==> src/rtl/lutram_pkg.sv <==
// -----------------------------------------------------------------------------
// lutram_pkg
// Shared helpers for the LUT-RAM FIFO slice:
//   - depth and pointer-width helpers derived from DEPTH_LOG2
//   - occupancy computation from a write/read pointer pair
//   - parameter range check used at elaboration time
// No ports (package).
// -----------------------------------------------------------------------------
package lutram_pkg;

  localparam int unsigned MIN_WIDTH      = 1;
  localparam int unsigned MAX_WIDTH      = 64;
  localparam int unsigned MIN_DEPTH_LOG2 = 2;
  localparam int unsigned MAX_DEPTH_LOG2 = 8;

  // Widest pointer any legal configuration can need (wrap bit included).
  localparam int unsigned MAX_PTR_W = MAX_DEPTH_LOG2 + 1;

  function automatic int unsigned depth_of(input int unsigned depth_log2);
    return 32'd1 << depth_log2;
  endfunction

  // Address bits plus one wrap bit, so full and empty are distinguishable.
  function automatic int unsigned ptr_w_of(input int unsigned depth_log2);
    return depth_log2 + 1;
  endfunction

  // Occupancy = (wr - rd) mod 2**ptr_w. Operands are zero-extended to the
  // widest pointer; masking afterwards restores the modulus of the real width.
  function automatic logic [MAX_PTR_W-1:0] level_of(
    input logic [MAX_PTR_W-1:0] wr,
    input logic [MAX_PTR_W-1:0] rd,
    input int unsigned          ptr_w
  );
    logic [MAX_PTR_W-1:0] mask;
    mask = MAX_PTR_W'((32'd1 << ptr_w) - 32'd1);
    return (wr - rd) & mask;
  endfunction

  function automatic bit params_ok(
    input int unsigned width,
    input int unsigned depth_log2
  );
    return (width >= MIN_WIDTH) && (width <= MAX_WIDTH) &&
           (depth_log2 >= MIN_DEPTH_LOG2) && (depth_log2 <= MAX_DEPTH_LOG2);
  endfunction

endpackage

==> src/rtl/lutram_sdp.sv <==
// -----------------------------------------------------------------------------
// lutram_sdp
// Simple dual-port distributed RAM, WIDTH bits x 2**DEPTH_LOG2 entries.
// Synchronous write port, asynchronous (zero-latency) read port. Contents
// power up as zero and are never reset.
// Ports:
//   CLK  in   write clock
//   WE   in   write enable
//   WA   in   write address  [DEPTH_LOG2-1:0]
//   D    in   write data     [WIDTH-1:0]
//   RA   in   read address   [DEPTH_LOG2-1:0]
//   O    out  read data      [WIDTH-1:0] = mem[RA], combinational
// -----------------------------------------------------------------------------
module lutram_sdp
  import lutram_pkg::*;
#(
  parameter int unsigned WIDTH      = 8,
  parameter int unsigned DEPTH_LOG2 = 5
) (
  input  logic                  CLK,
  input  logic                  WE,
  input  logic [DEPTH_LOG2-1:0] WA,
  input  logic [WIDTH-1:0]      D,
  input  logic [DEPTH_LOG2-1:0] RA,
  output logic [WIDTH-1:0]      O
);

  localparam int unsigned DEPTH = depth_of(DEPTH_LOG2);

  // Declaration initialiser gives the all-zero power-up image that LUT RAM
  // provides after configuration.
  logic [WIDTH-1:0] mem [DEPTH] = '{default: '0};

  always_ff @(posedge CLK) begin
    if (WE) begin
      mem[WA] <= D;
    end
  end

  assign O = mem[RA];

endmodule

==> src/rtl/lutram_fifo.sv <==
// -----------------------------------------------------------------------------
// lutram_fifo
// First-word-fall-through synchronous FIFO on distributed RAM,
// WIDTH bits x 2**DEPTH_LOG2 entries.
// Ports:
//   CLK        in   clock, rising edge
//   RST        in   asynchronous, active-high reset (pointers and flags only)
//   WR_EN      in   write request, accepted when FULL=0
//   WR_DATA    in   write data [WIDTH-1:0]
//   FULL       out  FIFO holds 2**DEPTH_LOG2 entries
//   RD_EN      in   pop request, accepted when EMPTY=0
//   RD_DATA    out  head-of-FIFO word, valid while EMPTY=0
//   EMPTY      out  FIFO holds no entries
//   LEVEL      out  occupancy [DEPTH_LOG2:0]
//   OVERFLOW   out  sticky write-while-full error
//   UNDERFLOW  out  sticky read-while-empty error
// Build option:
//   LUTRAM_FIFO_ERR_EN  when defined, OVERFLOW/UNDERFLOW are live sticky
//                       flags cleared only by RST; otherwise both are tied 0.
// -----------------------------------------------------------------------------
module lutram_fifo
  import lutram_pkg::*;
#(
  parameter int unsigned WIDTH      = 8,
  parameter int unsigned DEPTH_LOG2 = 5
) (
  input  logic                  CLK,
  input  logic                  RST,
  input  logic                  WR_EN,
  input  logic [WIDTH-1:0]      WR_DATA,
  output logic                  FULL,
  input  logic                  RD_EN,
  output logic [WIDTH-1:0]      RD_DATA,
  output logic                  EMPTY,
  output logic [DEPTH_LOG2:0]   LEVEL,
  output logic                  OVERFLOW,
  output logic                  UNDERFLOW
);

  localparam int unsigned PTR_W = ptr_w_of(DEPTH_LOG2);

  if (!params_ok(WIDTH, DEPTH_LOG2)) begin : g_bad_params
    $error("lutram_fifo: WIDTH must be 1..64 and DEPTH_LOG2 2..8");
  end

  logic [PTR_W-1:0] wr_ptr;
  logic [PTR_W-1:0] rd_ptr;
  logic             wr_ok;
  logic             rd_ok;

  // Flags and level depend on registered pointers only, so there is no
  // combinational path from the request inputs to any status output.
  assign EMPTY = (wr_ptr == rd_ptr);
  assign FULL  = (wr_ptr[DEPTH_LOG2-1:0] == rd_ptr[DEPTH_LOG2-1:0]) &&
                 (wr_ptr[DEPTH_LOG2]     != rd_ptr[DEPTH_LOG2]);
  assign LEVEL = PTR_W'(level_of(MAX_PTR_W'(wr_ptr), MAX_PTR_W'(rd_ptr), PTR_W));

  // Reads gate on EMPTY before this edge's write lands, so a word written
  // into an empty FIFO can never be popped in the same cycle (no bypass).
  assign wr_ok = WR_EN && !FULL;
  assign rd_ok = RD_EN && !EMPTY;

  always_ff @(posedge CLK or posedge RST) begin
    if (RST) begin
      wr_ptr <= '0;
      rd_ptr <= '0;
    end else begin
      if (wr_ok) begin
        wr_ptr <= wr_ptr + 1'b1;
      end
      if (rd_ok) begin
        rd_ptr <= rd_ptr + 1'b1;
      end
    end
  end

  lutram_sdp #(
    .WIDTH      (WIDTH),
    .DEPTH_LOG2 (DEPTH_LOG2)
  ) u_ram (
    .CLK (CLK),
    .WE  (wr_ok),
    .WA  (wr_ptr[DEPTH_LOG2-1:0]),
    .D   (WR_DATA),
    .RA  (rd_ptr[DEPTH_LOG2-1:0]),
    .O   (RD_DATA)
  );

`ifdef LUTRAM_FIFO_ERR_EN
  logic ovf_q;
  logic unf_q;

  always_ff @(posedge CLK or posedge RST) begin
    if (RST) begin
      ovf_q <= 1'b0;
      unf_q <= 1'b0;
    end else begin
      if (WR_EN && FULL) begin
        ovf_q <= 1'b1;
      end
      if (RD_EN && EMPTY) begin
        unf_q <= 1'b1;
      end
    end
  end

  assign OVERFLOW  = ovf_q;
  assign UNDERFLOW = unf_q;
`else
  assign OVERFLOW  = 1'b0;
  assign UNDERFLOW = 1'b0;
`endif

endmodule
==> config.mk <==
export PLATFORM = sky130hd
export DESIGN_NAME = lutram_fifo
export DESIGN_NICKNAME = d
export VERILOG_FILES = /design/src/rtl/lutram_pkg.sv /design/src/rtl/lutram_sdp.sv /design/src/rtl/lutram_fifo.sv
export SDC_FILE = /design/constraint.sdc
export NUM_CORES = 1
export LEC_CHECK = 0
export ABC_AREA = 1
export BUFFER_PORTS_ARGS = -buffer_cell sky130_fd_sc_hd__buf_4
export CAP_MARGIN = 0
export CORE_ASPECT_RATIO = 1.4
export CORE_MARGIN = 2
export CORE_UTILIZATION = 55
export DETAILED_ROUTE_END_ITERATION = 8
export GPL_TIMING_DRIVEN = 0
export PLACE_DENSITY = 0.74
export SLEW_MARGIN = 40
export SYNTH_ARGS = -nofsm -noshare
export SYNTH_HDL_FRONTEND = slang
export SYNTH_SLANG_ARGS = --single-unit
==> constraint.sdc <==
create_clock -name CLK -period 3.6 [get_ports CLK]
set_clock_uncertainty 0.1 [all_clocks]
set_input_delay 0.54 -clock CLK [delete_from_list [all_inputs] [get_ports CLK]]
set_output_delay 0.54 -clock CLK [all_outputs]
set_load 0.02 [all_outputs]
==> impl_metrics.yaml, run 1 <==
status:
  status: "complete, no violations"
synth:
  synth_area_leader_cell: "edfxtp_1"
  synthSimpleGateAreaFrac: 0.213
  synth-compound-area-share: 0.0177
  synth_top_family_by_area: "simple AND/OR/NAND/NOR gates"
  syn_avg_cell_area_sq_um: 10.4
  netlist_instances: 1136
  synth-xor-area-share: 0.00880
  synth_top_area_frac: 0.651
  synth_mux_area_frac: 0
  synth_area_leaders: "edfxtp_1, nand2_1, nand3_1"
  synth.most_common_cell: "nand2_1"
  synth-seq-cells: 268
  yosysWarnings: 0
  synth_edf_count: 256
  synthesis.area_sq_um: 11800
  synthAdderAreaFrac: 0.0123
  synth_ff_type: "edfxtp_1"
  synthDistinctLibCells: 32
  yosys-top-cells-count: "nand2_1, edfxtp_1, nand3_1"
  ys_seq_area_frac: 0.677
  ys_async_sr_fraction: 0.0448
place:
  place_ws_ns: 0.0407
  dp_hpwl_microns: 18500
  io_buffers: 27
  place_area_sq_um: 12400
  place.gp.congestion: 0.923
run:
  maxCapViolCount: 0
global_route:
  grt_start_max_net_pins: 33
  grt_pass1_wl_microns: 41400
  overflow: 0
  grt_pass1_vias: 7580
  antenna_found_initial: 0
  grt_usage: 0.246
cells_and_area:
  syn2layout_area_growth_pct: 11.5
  final_layout_size_suffix_gt1_frac: 0.0986
  num-nets-final: 1214
  antennaDiodeCount: 0
  final_area_sq_um: 13200
sta:
  fin_ws_ns: 0.101
  grt_setup_unrepaired: "true"
  tns_ns: 0
  final-setup-viol-count: 0
  layout_worst_path_cycle_share: 0.972
  drv_slew: 0
  fmax_mhz: 286
  hold_viol: 0
  worst_pin_slew_ns: 0.771
  post-route-min-period_ns: 3.50
  slew-limit-headroom: 0.484
power_and_ir_drop:
  p_per_area_nw_per_um2: 818
  swShare: 0.396
  p_int_mw: 6.50
  power_switching_mw: 4.26
  clockPowerShare: 0.236
  power_frac_comb: 0.414
  p_leak_nw: 5.48
  vdd_drop_max_mv: 0.798
  pwr-share-seq: 0.351
floorplan:
  num_rows: 63
  die_w_microns: 128
  die_area_sq_um: 22700
  dieHeight_microns: 177
  ios: 30
  core-area_sq_um: 21100
  initial_utilization: 0.559
drt:
  drt_iter0_markers: 849
  post_drt_wl_per_cell_microns: 18.6
  routed_wl_microns: 27300
  drcViolationCount: 0
  vias: 7915
  avgViaCountPerCell: 5.40
  ant_nets: 0
  firstDrtPassIters: 7
min_path:
  hold_class: "in2reg"
cts:
  tritoncts: "done"
  postCtsSetupRepairBufs: 0
  cts_buffers: 24
  cts_num_sinks: 268
  clk_pin_slew_worst_paths_ns: 0.06
  clockBufferDepth: 3
  cts_root_buffer: "clkbuf_16"
  htree_levels: 1
  clk_latency_ns: 0.51
critical_path:
  crit_path_max_fanout: 10
  cp-end-kind: "flip-flop"
  critPathKind: "reg2reg"
  setup.worst_path.start_class: "flip-flop"
  critPathRequiredTime_ns: 3.64
  worst_ep_arrival_time_ns: 3.54
[routing by layer]
metal	track usage	vias to the layer above	wire (microns)
met4	0.118	0	1300
met2	0.428	317	13800
met3	0.0329	68	1930
met5	0	-	0
met1	0.303	3698	10300
li1	-	3832	-
[power by group through the flow]
stage | Combinational [mW] | Sequential [mW] | Clock, mW
after floorplan | 2.85 | 3.80 | 0
after global placement | 4.29 | 3.83 | 0
after detailed placement | 4.35 | 3.83 | 0
after CTS | 4.40 | 3.77 | 2.55
after global routing | 4.84 | 3.79 | 2.65
final | 4.45 | 3.77 | 2.53
[logic make-up after synthesis]
group           count (synthesis)
other cells                     1
fa+ha+maj                      11
buf+inv                       205
flops                         268
xor+xnor                       11
compound gates                 36
simple gates                  604
[worst max-delay path: stages (launching register included)]
cell and delay [ns]:
dfrtp_1 0.43, clkinv_1 0.32, clkbuf_2 0.34, ha_1 0.42
nand2_2 0.11, nor3_2 0.05, nand2_2 0.08, nand2_4 0.10
inv_2 0.09, nand2_1 0.37, nor2_1 0.71
[registers in the layout, indices dropped and copies added, names as in the netlist]
register,flops
u_ram.mem,256
wr_ptr,6
rd_ptr,6
[through the flow]
stage / std cells / total power, mW / hold slack, ns / utilization
after detailed placement: 1424 / 8.18 / 0.467 / 0.585
after global routing: 1467 / 11.3 / 0.210 / 0.623
final: 1467 / 10.8 / 0.214 / 0.623
after floorplan: 1137 / 6.64 / 0.305 / -
after CTS: 1467 / 10.7 / 0.215 / 0.622
after global placement: 1424 / 8.11 / 0.451 / 0.584
[repair_timing]
action | CTS | global route
hold buffers | 1 | 0
hold endpoints to repair | 12 | 0
setup endpoints to repair | 0 | 130
gates resized for setup | 0 | 6
[cell usage in the layout (no fill, tap or decap), drive strengths merged, types with 6 or more instances in the layout]
cell type	Yosys	final
buf	40	67
o21ai	6	6
edfxtp	256	256
a21oi	18	18
inv	150	150
xnor2	6	6
nor2	50	50
clkinv	2	11
nand2	385	385
clkbuf	13	42
ha	10	10
nand3	161	161
dfrtp	12	12
o211ai	8	8
[final cells by class]
| type | count | area, sq um |
|---|---|---|
| well taps | 260 | 325 |
| clock buffers | 29 | 641 |
| inverters | 152 | 571 |
| clock inverters | 13 | 140 |
| fillers | 1645 | 7970 |
| multi-input cells | 664 | 3010 |
| plain buffers | 53 | 268 |
| flip-flops and latches | 268 | 7990 |
| repair buffers | 28 | 213 |
[worst paths after layout]
path / startpoint / end / slack, ns / cells after the start
setup reg to reg: rd_ptr[3] / u_ram.mem[21][6] / 0.10 / 10
hold reg to reg: wr_ptr[5] / wr_ptr[5] / 0.47 / 2
setup / recovery: rd_ptr[3] / u_ram.mem[21][6] / 0.10 / 10
max in group asynchronous: RST / rd_ptr[3] / 2.54 / 3
min in group asynchronous: RST / wr_ptr[2] / 0.51 / 3
hold / removal: RD_EN / rd_ptr[5] / 0.21 / 3
Note: power is estimated with default switching activity, not from simulation.
==> run 2, diff against run 1 <==
PLACE_DENSITY = 0.72   (was 0.74)
==> run 2 against run 1 <==
Effect of this change:
- wire length increased by 3.0%
- sequential power about the same
- count of clock-buffer cells in the layout increased by 1
- core utilization decreased by 0.27 points
- critical endpoint is now u_ram.mem[17][6]
==> impl_metrics.yaml, run 2 (synthesis gave the netlist of run 1 again) <==
power_and_ir_drop:
  p_leak_nw: 5.45
  p_per_area_nw_per_um2: 812
  vdd_drop_max_mv: 1.16
  totalPowerFinal_mw: 10.6
critical_path:
  slowest_delay_ns: 0.76
  reg2reg_slack_ns: 0.06
  critPathRequiredTime_ns: 3.64
  crit_family: "simple AND/OR/NAND/NOR gates"
  setup.worst_path.start_class: "flip-flop"
  cp-end-kind: "flip-flop"
  cp_slowest_cell: "nor2_1"
  crit_path_max_fanout: 10
  worst-path-buf-inv: 4
  worst_ep_arrival_time_ns: 3.58
  cp_cell_sequence: "inv_1, buf_2, buf_2, ha_1, nand2_1, nor3_2, nand2_2, nand2_4, inv_2, nand2_1, nor2_1"
  critPathKind: "reg2reg"
min_path:
  hold_class: "in2reg"
sta:
  grt_setup_unrepaired: "true"
  hold_viol: 0
  slew-limit-headroom: 0.465
  post-route-min-period_ns: 3.54
  hold_ws_ns: 0.207
  drv_slew: 0
  final-setup-viol-count: 0
  worst_pin_slew_ns: 0.799
  fmax_mhz: 282
  layout_worst_path_cycle_share: 0.984
drt:
  firstDrtPassIters: 5
  vias: 8050
  drt_iter0_markers: 1018
  ant_nets: 0
  routed_wl_microns: 28100
  avgViaCountPerCell: 5.49
  post_drt_wl_per_cell_microns: 19.2
  drcViolationCount: 0
cells_and_area:
  antennaDiodeCount: 0
  syn2layout_area_growth_pct: 11.0
  layout_commonest_cell: "nand2_1"
  final_layout_size_suffix_gt1_frac: 0.0953
  num-nets-final: 1214
  largest_reg_flops: 256
  top_regs: "u_ram.mem (256), rd_ptr (6), wr_ptr (6)"
  final_core_util: 0.620
  final_cell_mix: "nand2_1, edfxtp_1, nand3_1, inv_1, nor2_1"
  largest_register: "u_ram.mem"
cts:
  cts_buffers: 24
  cts_num_sinks: 268
  htree_levels: 1
  clk_latency_ns: 0.52
  cts_root_buffer: "clkbuf_16"
  tritoncts: "done"
  clk_pin_slew_worst_paths_ns: 0.06
  clockBufferDepth: 3
global_route:
  antenna_found_initial: 0
  met1_usage: 0.311
  top_usage_layer: "met2"
  overflow: 0
  use_met3: 0.0292
  grt_pass1_wl_microns: 42600
  grt_pass1_vias: 7763
  grt_usage: 0.254
  grt_start_max_net_pins: 33
  use_met2: 0.450
floorplan:
  die_w_microns: 128
  ios: 30
  core-area_sq_um: 21100
  num_rows: 63
  initial_utilization: 0.559
  dieHeight_microns: 177
  die_area_sq_um: 22700
status:
  status: "complete, no violations"
place:
  dp_hpwl_microns: 19100
  place.gp.congestion: 0.885
  io_buffers: 27
run:
  maxCapViolCount: 0
-- run 2: cell count changes in the layout (fill, tap and decap cells not counted) --
cell,before,now
clkinvlp_4,1,2
buf_1,1,2
nor2_2,6,5
clkbuf_1,16,17
clkinv_1,7,8
bufinv_16,3,1
clkinv_4,1,0
clkbuf_2,1,0
nor2_1,44,45
-- run 2: tightest hold or removal path: stages --
cell and delay (ns):
buf_4 0.11, nand3_1 0.07, nand2_1 0.06
-- run 2: metal layers --
layer,routed length [microns],part of all wire,up-vias
li1,-,-,3835
met1,10700,0.38,3808
met2,14300,0.51,335
met3,1820,0.065,72
met4,1240,0.044,0
met5,0,0,-
-- run 2: final timing paths --
kind | to | startpoint | depth (start not counted)
hold / removal | rd_ptr[5] | RD_EN | 3
min in group asynchronous | wr_ptr[2] | RST | 3
setup reg to reg | u_ram.mem[17][6] | rd_ptr[1] | 11
hold reg to reg | wr_ptr[5] | wr_ptr[5] | 2
max in group asynchronous | rd_ptr[5] | RST | 3
setup / recovery | u_ram.mem[17][6] | rd_ptr[1] | 11
-- run 2: final cells by class --
class / instances / area [sq um]
clock inverters: 12 / 78.8
flip-flops and latches: 268 / 7990
plain buffers: 53 / 267
clock buffers: 30 / 644
fillers: 1704 / 8030
well taps: 260 / 325
repair buffers: 28 / 213
inverters: 152 / 574
multi-input cells: 664 / 3010
-- run 2: stage by stage --
step                setup WS, ns  instance area [sq um]  cells  TNS (ns)
finish                    0.0591                  13100   1467         0
global route             -0.0353                  13100   1467    -0.653
CTS                        0.131                  13100   1467         0
detailed placement         0.137                  12400   1424         0
global placement           0.174                  12300   1424         0
floorplan                   1.02                  11800   1137         0
-- run 2: repair_timing --
item / 4_1_cts / 5_1_grt
resized for setup: 0 / 6
hold buffers: 1 / 0
hold endpoints to repair: 12 / 0
endpoints found under the setup margin: 0 / 94
setup buffers: 0 / 0
-- run 2: where the power goes --
part	internal, mW	total, mW	switching, mW
Combinational	1.37	4.46	3.08
Clock	1.33	2.40	1.06
Sequential	3.65	3.78	0.130
Total	6.35	10.6	4.28
==> run 3, diff against run 2 <==
CTS_BUF_LIST = sky130_fd_sc_hd__clkbuf_4   (was not set)
SKIP_LAST_GASP = 1   (was not set)
clock period = 3.32 ns   (was 3.6 ns; I/O delays follow)
==> run 3 against run 2 <==
Effect of this change:
- critical path depth decreased by 1
- final area up 0.57%
- register-to-register slack about the same
- total power grew 7.2%
- flip-flop and latch count did not move
- wire length hardly changed
- via count is 2.4% higher
- sequential share of layout area fell by 0.33 points
- highest routed layer unchanged
- die area stayed put
- sequential power up 8.5%
- largest power group unchanged
- critical path type is now reg2out
- critical endpoint is now RD_DATA[5]
- hold slack lost 0.11 ns
==> impl_metrics.yaml, run 3 (synthesis gave the netlist of run 1 again) <==
run:
  maxCapViolCount: 0
global_route:
  grt_start_max_net_pins: 33
  grt_pass1_vias: 8023
  antenna_found_initial: 1
  grt_pass1_wl_microns: 42700
  grt_usage: 0.256
  overflow: 0
cells_and_area:
  num-nets-final: 1249
  largest_reg_flops: 256
  layout.area.seq_sq_um: 7990
  layout_commonest_cell: "nand2_1"
  final_layout_size_suffix_gt1_frac: 0.152
  syn2layout_area_growth_pct: 11.6
  largest_register: "u_ram.mem"
  final_core_util: 0.624
  final_cell_mix: "nand2_1, edfxtp_1, nand3_1, inv_1, clkbuf_4"
  top_regs: "u_ram.mem (256), rd_ptr (6), wr_ptr (6)"
  multi_input_area_sq_um: 3050
  fillers: 1747
drt:
  firstDrtPassIters: 5
  avgViaCountPerCell: 5.40
  vias: 8240
  post_drt_wl_per_cell_microns: 18.4
  drcViolationCount: 0
  routed_wl_microns: 28100
  ant_nets: 0
  drt_iter0_markers: 774
min_path:
  hold_class: "in2reg"
sta:
  hold_viol: 0
  layout_worst_path_cycle_share: 0.981
  slew-limit-headroom: 0.474
  post-route-min-period_ns: 3.26
  worst_pin_slew_ns: 0.786
  hold_ws_ns: 0.0928
  grt_setup_unrepaired: "true"
  tns_ns: 0
  drv_slew: 0
  fmax_mhz: 307
  final-setup-viol-count: 0
floorplan:
  initial_utilization: 0.559
  core-area_sq_um: 21100
  dieHeight_microns: 177
  die_w_microns: 128
  num_rows: 63
  ios: 30
  die_area_sq_um: 22700
place:
  dp_hpwl_microns: 19100
  place.gp.congestion: 0.885
  io_buffers: 27
cts:
  clockBufferDepth: 3
  clk_latency_ns: 0.68
  postCtsSetupRepairBufs: 0
  clk_pin_slew_worst_paths_ns: 0.08
  tritoncts: "done"
  cts_num_sinks: 268
  cts_root_buffer: "clkbuf_4"
  htree_levels: 2
  cts_buffers: 58
status:
  status: "complete, no violations"
critical_path:
  cp-end-kind: "primary output"
  critPathRequiredTime_ns: 2.72
  worst_ep_arrival_time_ns: 2.66
  critPathKind: "reg2out"
  setup.worst_path.start_class: "flip-flop"
  crit_path_max_fanout: 10
power_and_ir_drop:
  vdd_drop_max_mv: 1.32
  p_per_area_nw_per_um2: 865
  totalPowerFinal_mw: 11.4
  p_leak_nw: 5.54
## run 3: path summary, 6_finish.rpt
| kind | endpoint | slack [ns] | from | depth (start not counted) |
|---|---|---|---|---|
| min in group asynchronous | rd_ptr[5] | 0.30 | RST | 3 |
| min | wr_ptr[5] | 0.09 | WR_EN | 4 |
| min reg2reg | wr_ptr[5] | 0.50 | wr_ptr[5] | 2 |
| max in group asynchronous | rd_ptr[0] | 2.43 | RST | 3 |
| max reg2reg | u_ram.mem[17][7] | 0.07 | rd_ptr[1] | 11 |
| max | RD_DATA[5] | 0.06 | rd_ptr[1] | 10 |
## run 3: layout make-up
class,count,share of cell area
timing repair buffer,29,0.0169
inverter,152,0.0437
antenna,2,0.000380
tap,260,0.0247
multi-input combinational,664,0.231
clock inverter,18,0.00779
buffer,53,0.0232
sequential,268,0.607
clock buffer,80,0.0456
## run 3: repair_timing
item | 4_1_cts | 5_1_grt
hold endpoints to repair | 13 | 0
hold buffers | 2 | 0
gates cloned | 0 | 0
pin swaps | 0 | 0
gates resized for setup | 29 | 12
endpoints found under the setup margin | 149 | 155
## run 3: critical path, stage by stage (launching register included)
cell	delay [ns]
dfrtp_2	0.47
buf_4	0.23
buf_2	0.31
nand3_1	0.12
nand3_1	0.08
nand2_1	0.08
nor2_1	0.30
nand2_1	0.10
nand2_1	0.09
inv_1	0.04
buf_4	0.15
## run 3: routing by layer
layer | global-route usage | wire length, microns
met4 | 0.124 | 1170
met5 | 0 | 0
met1 | 0.300 | 10400
met3 | 0.0446 | 2010
met2 | 0.455 | 14600
## run 3: power breakdown
part | internal [mW] | switching [mW]
Clock | 1.19 | 1.20
Combinational | 1.56 | 3.35
Sequential | 3.95 | 0.141
Total | 6.70 | 4.69
## run 3: metrics by stage
stage,instances,area (sq um),setup WS [ns]
CTS,1524,13100,-0.0506
global placement,1424,12300,-0.106
finish,1526,13200,0.0617
floorplan,1137,11800,0.737
global route,1526,13200,-0.0361
detailed placement,1424,12400,-0.143
